## src/rtl/strokie_pkg.sv

```systemverilog
// Shared types, constants and FP16/FP32 packing helpers for the strokie ALU
// issue stage.
package strokie_pkg;

  typedef enum logic [1:0] {
    IDLE  = 2'd0,
    ISSUE = 2'd1,
    WAIT  = 2'd2,
    DONE  = 2'd3
  } state_t;

  localparam logic        MODE_FP16 = 1'b0;
  localparam logic        MODE_FP32 = 1'b1;
  localparam logic [1:0]  OP_ADD    = 2'b00;
  localparam logic [31:0] QNAN32    = 32'h7FC0_0000;
  localparam logic [15:0] QNAN16    = 16'h7E00;

  // The ALU expects FP16 operands in its upper half.
  function automatic logic [31:0] pack_operand(input logic [31:0] data,
                                               input logic        mode_fp);
    return (mode_fp == MODE_FP32) ? data : {data[15:0], 16'h0000};
  endfunction

  function automatic logic [31:0] unpack_result(input logic [31:0] q,
                                                input logic        mode_fp);
    return (mode_fp == MODE_FP32) ? q : {16'h0000, q[31:16]};
  endfunction

  function automatic logic [31:0] qnan_result(input logic mode_fp);
    return (mode_fp == MODE_FP32) ? QNAN32 : {16'h0000, QNAN16};
  endfunction

endpackage

```

## src/rtl/strokie_req_fifo.sv

```systemverilog
// Synchronous request FIFO with combinational head read, full/empty flags and
// an occupancy count. Push and pop in the same cycle are both honoured.
module strokie_req_fifo
  import strokie_pkg::*;
#(
  parameter int DEPTH = 4,
  parameter int W     = 39
) (
  input  logic                       clk,
  input  logic                       rst,
  input  logic                       push,
  input  logic [W-1:0]               wr_data,
  input  logic                       pop,
  output logic [W-1:0]               rd_data,
  output logic                       full,
  output logic                       empty,
  output logic [$clog2(DEPTH):0]     count
);

  localparam int AW = $clog2(DEPTH);

  logic [W-1:0]  mem [DEPTH];
  logic [AW-1:0] wr_ptr_reg, wr_ptr_next;
  logic [AW-1:0] rd_ptr_reg, rd_ptr_next;
  logic [AW:0]   count_reg, count_next;
  logic          do_push, do_pop;

  assign full    = (count_reg == (AW+1)'(DEPTH));
  assign empty   = (count_reg == '0);
  assign count   = count_reg;
  assign do_push = push && !full;
  assign do_pop  = pop && !empty;
  assign rd_data = mem[rd_ptr_reg];

  // Storage carries no reset; only the pointers and count define validity.
  always_ff @(posedge clk) begin
    if (do_push) begin
      mem[wr_ptr_reg] <= wr_data;
    end
  end

  always_comb begin
    wr_ptr_next = wr_ptr_reg;
    rd_ptr_next = rd_ptr_reg;
    count_next  = count_reg;
    if (do_push) wr_ptr_next = wr_ptr_reg + 1'b1;
    if (do_pop)  rd_ptr_next = rd_ptr_reg + 1'b1;
    case ({do_push, do_pop})
      2'b10:   count_next = count_reg + 1'b1;
      2'b01:   count_next = count_reg - 1'b1;
      default: count_next = count_reg;
    endcase
  end

  always_ff @(posedge clk or posedge rst) begin
    if (rst) begin
      wr_ptr_reg <= '0;
      rd_ptr_reg <= '0;
      count_reg  <= '0;
    end else begin
      wr_ptr_reg <= wr_ptr_next;
      rd_ptr_reg <= rd_ptr_next;
      count_reg  <= count_next;
    end
  end

endmodule

```

## src/rtl/strokie_alu_issue.sv

```systemverilog
// Issue/collect stage for strokie_alu: queues FP add requests, drives the ALU
// one request at a time and returns tagged results, with a timeout fallback.
module strokie_alu_issue
  import strokie_pkg::*;
#(
  parameter int DEPTH   = 4,
  parameter int TAG_W   = 4,
  parameter int TIMEOUT = 16
) (
  input  logic             clk,
  input  logic             rst,
  input  logic             req_valid,
  output logic             req_ready,
  input  logic [31:0]      req_a,
  input  logic [31:0]      req_b,
  input  logic [1:0]       req_op,
  input  logic             req_mode_fp,
  input  logic [TAG_W-1:0] req_tag,
  output logic [31:0]      alu_A,
  output logic [31:0]      alu_B,
  output logic [1:0]       alu_op,
  output logic             alu_mode_fp,
  input  logic [31:0]      alu_Q,
  input  logic             alu_ready,
  output logic             res_valid,
  input  logic             res_ready,
  output logic [31:0]      res_q,
  output logic [TAG_W-1:0] res_tag,
  output logic             res_timeout,
  output logic             busy
);

  // Each entry carries both operands, op, mode and tag.
  localparam int ENTRY_W = 64 + 2 + 1 + TAG_W;
  localparam int CW      = $clog2(TIMEOUT);
  localparam int CNT_W   = $clog2(DEPTH) + 1;
  localparam logic [CW-1:0] WCNT_LAST = CW'(TIMEOUT - 1);

  state_t           state_reg, state_next;
  logic [CW-1:0]    wcnt_reg, wcnt_next;
  logic [31:0]      alu_a_reg, alu_a_next;
  logic [31:0]      alu_b_reg, alu_b_next;
  logic [1:0]       alu_op_reg, alu_op_next;
  logic             alu_mode_reg, alu_mode_next;
  logic [TAG_W-1:0] tag_reg, tag_next;
  logic             res_valid_reg, res_valid_next;
  logic [31:0]      res_q_reg, res_q_next;
  logic [TAG_W-1:0] res_tag_reg, res_tag_next;
  logic             res_timeout_reg, res_timeout_next;

  logic               fifo_push, fifo_pop, fifo_full, fifo_empty;
  logic [CNT_W-1:0]   fifo_count;
  logic [ENTRY_W-1:0] fifo_wr_data, fifo_rd_data;
  logic [TAG_W-1:0]   head_tag;
  logic               head_mode;
  logic [1:0]         head_op;
  logic [31:0]        head_a, head_b;

  assign fifo_wr_data = {req_tag, req_mode_fp, req_op, req_a, req_b};
  assign {head_tag, head_mode, head_op, head_a, head_b} = fifo_rd_data;
  assign req_ready    = !fifo_full;
  assign fifo_push    = req_valid && !fifo_full;
  // The head leaves the FIFO exactly on the edge that enters ISSUE.
  assign fifo_pop     = !fifo_empty &&
                        ((state_reg == IDLE) || ((state_reg == DONE) && res_ready));

  strokie_req_fifo #(
    .DEPTH (DEPTH),
    .W     (ENTRY_W)
  ) u_req_fifo (
    .clk     (clk),
    .rst     (rst),
    .push    (fifo_push),
    .wr_data (fifo_wr_data),
    .pop     (fifo_pop),
    .rd_data (fifo_rd_data),
    .full    (fifo_full),
    .empty   (fifo_empty),
    .count   (fifo_count)
  );

  always_comb begin
    state_next       = state_reg;
    wcnt_next        = wcnt_reg;
    alu_a_next       = alu_a_reg;
    alu_b_next       = alu_b_reg;
    alu_op_next      = alu_op_reg;
    alu_mode_next    = alu_mode_reg;
    tag_next         = tag_reg;
    res_valid_next   = res_valid_reg;
    res_q_next       = res_q_reg;
    res_tag_next     = res_tag_reg;
    res_timeout_next = res_timeout_reg;

    case (state_reg)
      IDLE: begin
        if (!fifo_empty) state_next = ISSUE;
      end
      ISSUE: begin
        wcnt_next  = '0;
        state_next = WAIT;
      end
      WAIT: begin
        // A real answer wins over a timeout landing on the same cycle.
        if (alu_ready) begin
          res_q_next       = unpack_result(alu_Q, alu_mode_reg);
          res_timeout_next = 1'b0;
          res_tag_next     = tag_reg;
          res_valid_next   = 1'b1;
          state_next       = DONE;
        end else if (wcnt_reg == WCNT_LAST) begin
          res_q_next       = qnan_result(alu_mode_reg);
          res_timeout_next = 1'b1;
          res_tag_next     = tag_reg;
          res_valid_next   = 1'b1;
          state_next       = DONE;
        end else begin
          wcnt_next = wcnt_reg + 1'b1;
        end
      end
      DONE: begin
        if (res_ready) begin
          res_valid_next = 1'b0;
          state_next     = fifo_empty ? IDLE : ISSUE;
        end
      end
      default: state_next = IDLE;
    endcase

    if (fifo_pop) begin
      alu_a_next    = pack_operand(head_a, head_mode);
      alu_b_next    = pack_operand(head_b, head_mode);
      alu_op_next   = head_op;
      alu_mode_next = head_mode;
      tag_next      = head_tag;
    end
  end

  always_ff @(posedge clk or posedge rst) begin
    if (rst) begin
      state_reg       <= IDLE;
      wcnt_reg        <= '0;
      alu_a_reg       <= '0;
      alu_b_reg       <= '0;
      alu_op_reg      <= '0;
      alu_mode_reg    <= 1'b0;
      tag_reg         <= '0;
      res_valid_reg   <= 1'b0;
      res_q_reg       <= '0;
      res_tag_reg     <= '0;
      res_timeout_reg <= 1'b0;
    end else begin
      state_reg       <= state_next;
      wcnt_reg        <= wcnt_next;
      alu_a_reg       <= alu_a_next;
      alu_b_reg       <= alu_b_next;
      alu_op_reg      <= alu_op_next;
      alu_mode_reg    <= alu_mode_next;
      tag_reg         <= tag_next;
      res_valid_reg   <= res_valid_next;
      res_q_reg       <= res_q_next;
      res_tag_reg     <= res_tag_next;
      res_timeout_reg <= res_timeout_next;
    end
  end

  assign alu_A       = alu_a_reg;
  assign alu_B       = alu_b_reg;
  assign alu_op      = alu_op_reg;
  assign alu_mode_fp = alu_mode_reg;
  assign res_valid   = res_valid_reg;
  assign res_q       = res_q_reg;
  assign res_tag     = res_tag_reg;
  assign res_timeout = res_timeout_reg;
  assign busy        = (state_reg != IDLE) || (fifo_count != '0);

endmodule

```

## config.mk

```make
export PLATFORM = sky130hd
export DESIGN_NAME = strokie_alu_issue
export DESIGN_NICKNAME = d
export VERILOG_FILES = /design/src/rtl/strokie_pkg.sv /design/src/rtl/strokie_req_fifo.sv /design/src/rtl/strokie_alu_issue.sv
export SDC_FILE = /design/constraint.sdc
export NUM_CORES = 1
export LEC_CHECK = 0
export BUFFER_PORTS_ARGS = -buffer_cell sky130_fd_sc_hd__buf_2
export CAP_MARGIN = 10
export CORE_ASPECT_RATIO = 1.4
export CORE_MARGIN = 2
export CORE_UTILIZATION = 40
export DETAILED_ROUTE_END_ITERATION = 8
export GPL_ROUTABILITY_DRIVEN = 0
export PLACE_DENSITY = 0.67
export SLEW_MARGIN = 20
export SYNTH_ARGS = -nofsm -noshare
export SYNTH_HDL_FRONTEND = slang
export SYNTH_SLANG_ARGS = --single-unit
```

## constraint.sdc

```tcl
create_clock -name clk -period 3.5 [get_ports clk]
set_clock_uncertainty 0.1 [all_clocks]
set_input_delay 0.175 -clock clk [delete_from_list [all_inputs] [get_ports clk]]
set_output_delay 0.175 -clock clk [all_outputs]
set_load 0.03 [all_outputs]
```

### Yosys cells after proc, flatten, opt, wreduce, memory -nomap -nowiden

Memory sizes are Yosys's and may differ from the RTL's.
Index checks and enable logic that the tools add are counted.

* add/subtract/negate cells: 5
* equal/unequal tests: 12
* mux-type cells: 25
* reduce and logical (&&, ||, !) cells: 21

Operators with widths (count)
* $mux W32: 5
* $mux W31: 1
* $mux W4: 4
* $reduce_bool A2 Y1: 5
* $reduce_and A3 Y1: 3
* $mux W2: 4
* $ne A2 B2 Y1 const B: 4
* $pmux W2 S4: 1
* $pmux W4 S2: 1
* $mux W1: 7
* $eq A2 B2 Y1 const B: 3
* $pmux W3 S2: 1
* $logic_and A1 B1 Y1: 5
* $add A2 B1 Y2 const B: 2
* $add A4 B1 Y4 const B: 1
* $eq A2 B1 Y1 const B: 2
* $eq A4 B4 Y1 const B: 1
* $add A3 B1 Y3 const B: 1
* $eq A3 B3 Y1 const B: 1
* $logic_not A3 Y1: 1
* $ne A3 B3 Y1 const B: 1
* $reduce_bool A3 Y1: 1
* $sub A3 B1 Y3 const B: 1
* $logic_not A1 Y1: 2
* other kinds (4): 5

* flip-flop bits (word level): 122
* RAM bits: 284
* input port bits: 108
* memories: 1

Memory list
* u_req_fifo.mem: words 4, bits a word 71, rd ports 1, clocked after Yosys merged registers in 0, write ports 1, line strokie_req_fifo.sv:22 `logic [W-1:0] mem [DEPTH];`

### Logic depth before layout (Yosys ltp)

* depth in word-level cells: 7
* mapped depth: 13
* mapped depth without buffers: 11

### Hierarchy

From an unflattened synthesis, not the netlist that was laid out.

* cell total of the unflattened synthesis: 921
* area total of the unflattened synthesis: 15787.6 µm²

By module, submodules not included
* strokie_req_fifo: instances 1, cells each 409, area an instance 10747.8 µm², seq. area each 8703.3 µm²
* strokie_alu_issue: instances 1, cells each 512, area an instance 5039.8 µm², seq. area each 2877.8 µm²

### Worst setup path before layout

OpenSTA, ideal clock, no wires.

* kind: register to register
* start point: register u_req_fifo.count_reg[0], in the netlist u_req_fifo.count[0]
* end point: memory u_req_fifo.mem[0][0] in the netlist's numbering, enable pin
* arrival: 2.523 ns
* data required time: 2.963 ns
* slack: 0.440 ns
* cell stages (with the launch flop): 4
* period minus slack after synthesis: 3.060 ns
* path through: dfrtp_1 inv_1 nand3_1 and3_1

* cells in the longest elaborated chain, start to end: 6

Ends and longest elaborated chain
* from (decl): line strokie_req_fifo.sv:25 `logic [AW:0] count_reg, count_next;`
* from (signal assigned): line strokie_req_fifo.sv:63 `count_reg <= count_next;`
* $eq A3 B3 Y1 *: line strokie_req_fifo.sv:28 `assign full = (count_reg == (AW+1)'(DEPTH));`
* $logic_not A1 Y1 *
* via req_ready: line strokie_alu_issue.sv:13 `output logic req_ready,`
* $logic_and A1 B1 Y1: line strokie_alu_issue.sv:62 `assign fifo_push = req_valid && !fifo_full;`
* $logic_and A1 B1 Y1 *: line strokie_req_fifo.sv:31 `assign do_push = push && !full;`
* $mux W1 *: line strokie_req_fifo.sv:37 `if (do_push) begin`
* $mux W1 (implied by the code) *: line strokie_req_fifo.sv:38 `mem[wr_ptr_reg] <= wr_data;`
* to (decl): line strokie_req_fifo.sv:22

The timed path passes the listed nets; every way through them passes the cells marked *.

### Worst setup path after layout

* start point: register u_req_fifo.rd_ptr_reg[1]
* end point: register alu_b_reg[28], in the netlist alu_B[28]

* cells in the longest elaborated chain, start to end: 2

Ends and longest elaborated chain
* from (decl): line strokie_req_fifo.sv:24 `logic [AW-1:0] rd_ptr_reg, rd_ptr_next;`
* from (signal assigned): line strokie_req_fifo.sv:62 `rd_ptr_reg <= rd_ptr_next;`
* $mem_v2 Z4 W71
* $mux W32: line strokie_pkg.sv:21 `return (mode_fp == MODE_FP32) ? data : {data[15:0], 16'h0000};`
* to (signal assigned): line strokie_alu_issue.sv:156 `alu_b_reg <= alu_b_next;`
* to (decl): line strokie_alu_issue.sv:42 `logic [31:0] alu_b_reg, alu_b_next;`

No other way between the ends.
A chain may end at the register's enable or synchronous reset.

==> flow_metrics.py <==
metrics = {
    "floorplan": {
        "die_area_mm2": 0.0406,
        "num_io_pins": 215,
        "die_x_um": 171,
        "fp.dieH_um": 238,
        "num_rows": 85,
        "start_util_pct": 40.5,
        "core-area_mm2": 0.0385,
    },
    "clock_tree": {
        "cts_resized": 0,
        "cts_tree": "built",
        "post_cts_buffers": 0,
        "clk_latency_ns": 0.54,
        "clockBufferDepth": 3,
        "cts-htree-levels": 2,
        "clk_pin_slew_worst_paths_ns": 0.06,
        "cts_hold_buf": 114,
        "cts_buffers": 41,
        "cts-root-buf": "clkbuf_16",
        "clkSinkCount": 406,
    },
    "critical_path": {
        "critPathArrivalTime_ns": 2.80,
        "critPathSlowestCell": "mux4_4",
        "worstPathRequired_ns": 3.78,
        "path_max_fanout": 65,
        "path_class": "flip-flop to flip-flop",
        "slowest_delay_ns": 1.12,
        "end_kind": "flip-flop",
        "start_kind": "flip-flop",
        "crit_chain": "mux4_4 > mux2i_1 > o21ai_1",
    },
    "worst_hold_path": {
        "hold_path.class": "input port to async pin",
    },
    "global_routing": {
        "grt_first_pass_wirelength_mm": 53.0,
        "globalRoute.totalOverflow": 0,
        "grt_pass1_vias": 9590,
        "grt_antenna_before_repair": 1,
        "grt_max_degree": 78,
        "grtUsageTotal_pct": 17.2,
    },
    "sta": {
        "tightest_slew_ns": 1.05,
        "period_needed_ns": 2.52,
        "rsz0062_at_grt": "no",
        "hold_viol": 0,
        "finalMaxSlewViolations": 0,
        "finalSetupTns_ns": 0,
        "slew_headroom_pct": 30.2,
        "setup_ws_ns": 0.984,
        "post-route-period-util_pct": 71.9,
        "setup_viol": 0,
        "clock.fmax_ghz": 0.397,
    },
    "pwr": {
        "peakVddDrop_mv": 0.676,
        "p_leak_nw": 7.91,
        "power_density_mw_per_mm2": 902,
    },
    "synthesis": {
        "synth-compound-area-share_pct": 3.49,
        "ys_types": 34,
        "synth-simple-area-share_pct": 5.33,
        "avgSynthCellArea_um2": 17.0,
        "syn-num-nets": 1035,
        "synth_top_family_by_area": "multiplexers",
        "yosysSeqAreaShare_pct": 74.3,
        "synthAdderAreaFrac_pct": 1.01,
        "syn_inst": 915,
        "yosys.area_share.xor_xnor_pct": 0.393,
        "netlist_area_mm2": 0.0156,
        "ys_warn_count": 0,
        "synthMuxAreaShare_pct": 13.4,
        "synth_seq_cells": 406,
    },
    "place": {
        "dp_slack_ns": 0.977,
        "hpwlAfterDp_mm": 20.6,
        "place_inst": 1618,
        "portBuffers": 214,
    },
    "routing": {
        "via_per_inst": 4.91,
        "dr.pass1.iters": 5,
        "routedWlPerCell_um": 19.0,
        "ant_nets": 0,
        "drc": 0,
        "routed-via-count": 8884,
        "drt_iter0_drc": 445,
        "wl_mm": 34.4,
    },
    "layout": {
        "area_delta_synth_final_pct": 27.0,
        "drive_above_1_share_pct": 29.6,
        "largest_reg_flops": 284,
        "post-route-util_pct": 51.4,
        "max_flop_register": "u_req_fifo.mem",
        "n_fill_cell": 3167,
        "instances_no_fill": 1808,
        "finalNetCount": 1373,
    },
    "run_status": {
        "outcome": "completed",
    },
    "job": {
        "max_cap_viol_count": 0,
    },
}
synth_stat cells:
| library cell | instances | area share, % |
|---|---|---|
| inv_1 | 18 | 0.43 |
| or2_1 | 1 | 0.040 |
| a21o_1 | 1 | 0.048 |
| ha_1 | 11 | 0.88 |
| mux2_2 | 1 | 0.072 |
| fa_1 | 1 | 0.13 |
| buf_1 | 3 | 0.072 |
| dfrtp_1 | 122 | 20 |
| buf_2 | 27 | 0.87 |
| nand3_1 | 39 | 1.3 |
| nor3_1 | 1 | 0.032 |
| mux4_2 | 71 | 10 |
| a31oi_1 | 7 | 0.28 |
| o31ai_1 | 3 | 0.14 |
| o21ai_1 | 57 | 1.8 |
| xnor2_1 | 4 | 0.22 |
| xor2_1 | 3 | 0.17 |
| nand2_1 | 148 | 3.6 |
| nand2b_1 | 2 | 0.080 |
| a21oi_1 | 10 | 0.32 |
| mux2_1 | 5 | 0.36 |
| o21ai_0 | 11 | 0.35 |
| mux2i_1 | 43 | 2.8 |
| nor2b_1 | 2 | 0.080 |
| and3_1 | 5 | 0.20 |
| inv_2 | 1 | 0.024 |
| a41oi_1 | 1 | 0.056 |
| nor2_1 | 2 | 0.048 |
| and2_1 | 1 | 0.040 |
| a22o_1 | 7 | 0.39 |
| a221o_1 | 1 | 0.064 |
| clkbuf_1 | 19 | 0.46 |
| edfxtp_1 | 284 | 55 |
| buf_6 | 3 | 0.22 |
cell type report:
type                       instances  area [um^2]  share of cell area (%)
antenna                            1         2.50                  0.0126
clock buffer                      60         1230                    6.21
clock inverter                    15          145                   0.733
inverter                          19         75.1                   0.379
multi-input combinational        438         3720                    18.8
sequential                       406        11600                    58.5
tap                              522          653                    3.30
timing repair buffer             347         2390                    12.1
final timing paths:
check,slack [ns],startpoint,endpoint,cells past startpoint
worst max-delay path,0.98,u_req_fifo.rd_ptr_reg[1]$_DFFE_PP0P_,alu_B[28]$_DFFE_PP0P_,3
worst min-delay path,0.24,rst,res_q[27]$_DFFE_PP0P_,3
worst max register to register,0.98,u_req_fifo.rd_ptr_reg[1]$_DFFE_PP0P_,alu_B[28]$_DFFE_PP0P_,3
worst min register to register,0.36,alu_B[5]$_DFFE_PP0P_,alu_B[5]$_DFFE_PP0P_,2
max in group asynchronous,2.24,rst,res_q[6]$_DFFE_PP0P_,4
min in group clk,0.29,req_a[29],u_req_fifo.mem[3][61]$_DFFE_PP_,2
where the power goes:
part           switching [mW]  internal [mW]
Combinational            3.93           2.36
Sequential              0.641           6.55
Clock                    1.78           2.60
metal layers:
metal	vias to the layer above	routed length [um]	GRT usage, %
li1	4141	-	-
met1	4448	13400	19.5
met2	248	18200	32.0
met3	47	1950	3.55
met4	0	778	5.44
met5	-	0	0
cells in the final DEF (no fill, tap or decap), types with 8 or more instances in the layout:
master         count
a21oi_1           10
buf_2            214
buf_4             16
clkbuf_1           8
clkbuf_16         43
clkbuf_8           9
dfrtp_1          119
dlygate4sd3_1    114
edfxtp_1         284
ha_1              11
inv_1             17
mux2i_1           43
mux4_2            70
nand2_1          148
nand3_1           39
o21ai_0           11
o21ai_1           57
logic make-up (layout without fill, tap and decap cells):
group | Yosys count | in the layout
other | 0 | 1
flip-flops | 406 | 406
buffers and inverters | 71 | 441
multiplexers | 120 | 120
XOR/XNOR | 7 | 7
AND/OR/NAND/NOR | 201 | 201
AO/OA/AOI/OAI | 98 | 98
adder cells (fa/ha/maj) | 12 | 12
worst max-delay path, delay by kind of cell, from the launching register on:
| kind | cells | cell delay, ns |
|---|---|---|
| multiplexers | 2 | 1.41 |
| flip-flops | 1 | 0.74 |
| AO/OA/AOI/OAI | 1 | 0.09 |
stage by stage:
stage | power [mW] | hold WS, ns | instance area [um^2]
after floorplan | 11.7 | 0.174 | 15600
after global placement | 13.4 | 0.265 | 17300
after detailed placement | 13.6 | 0.278 | 17300
after CTS | 18.1 | 0.253 | 19800
after global routing | 18.9 | 0.284 | 19800
final | 17.9 | 0.238 | 19800
(Power assumes the default switching activity.)
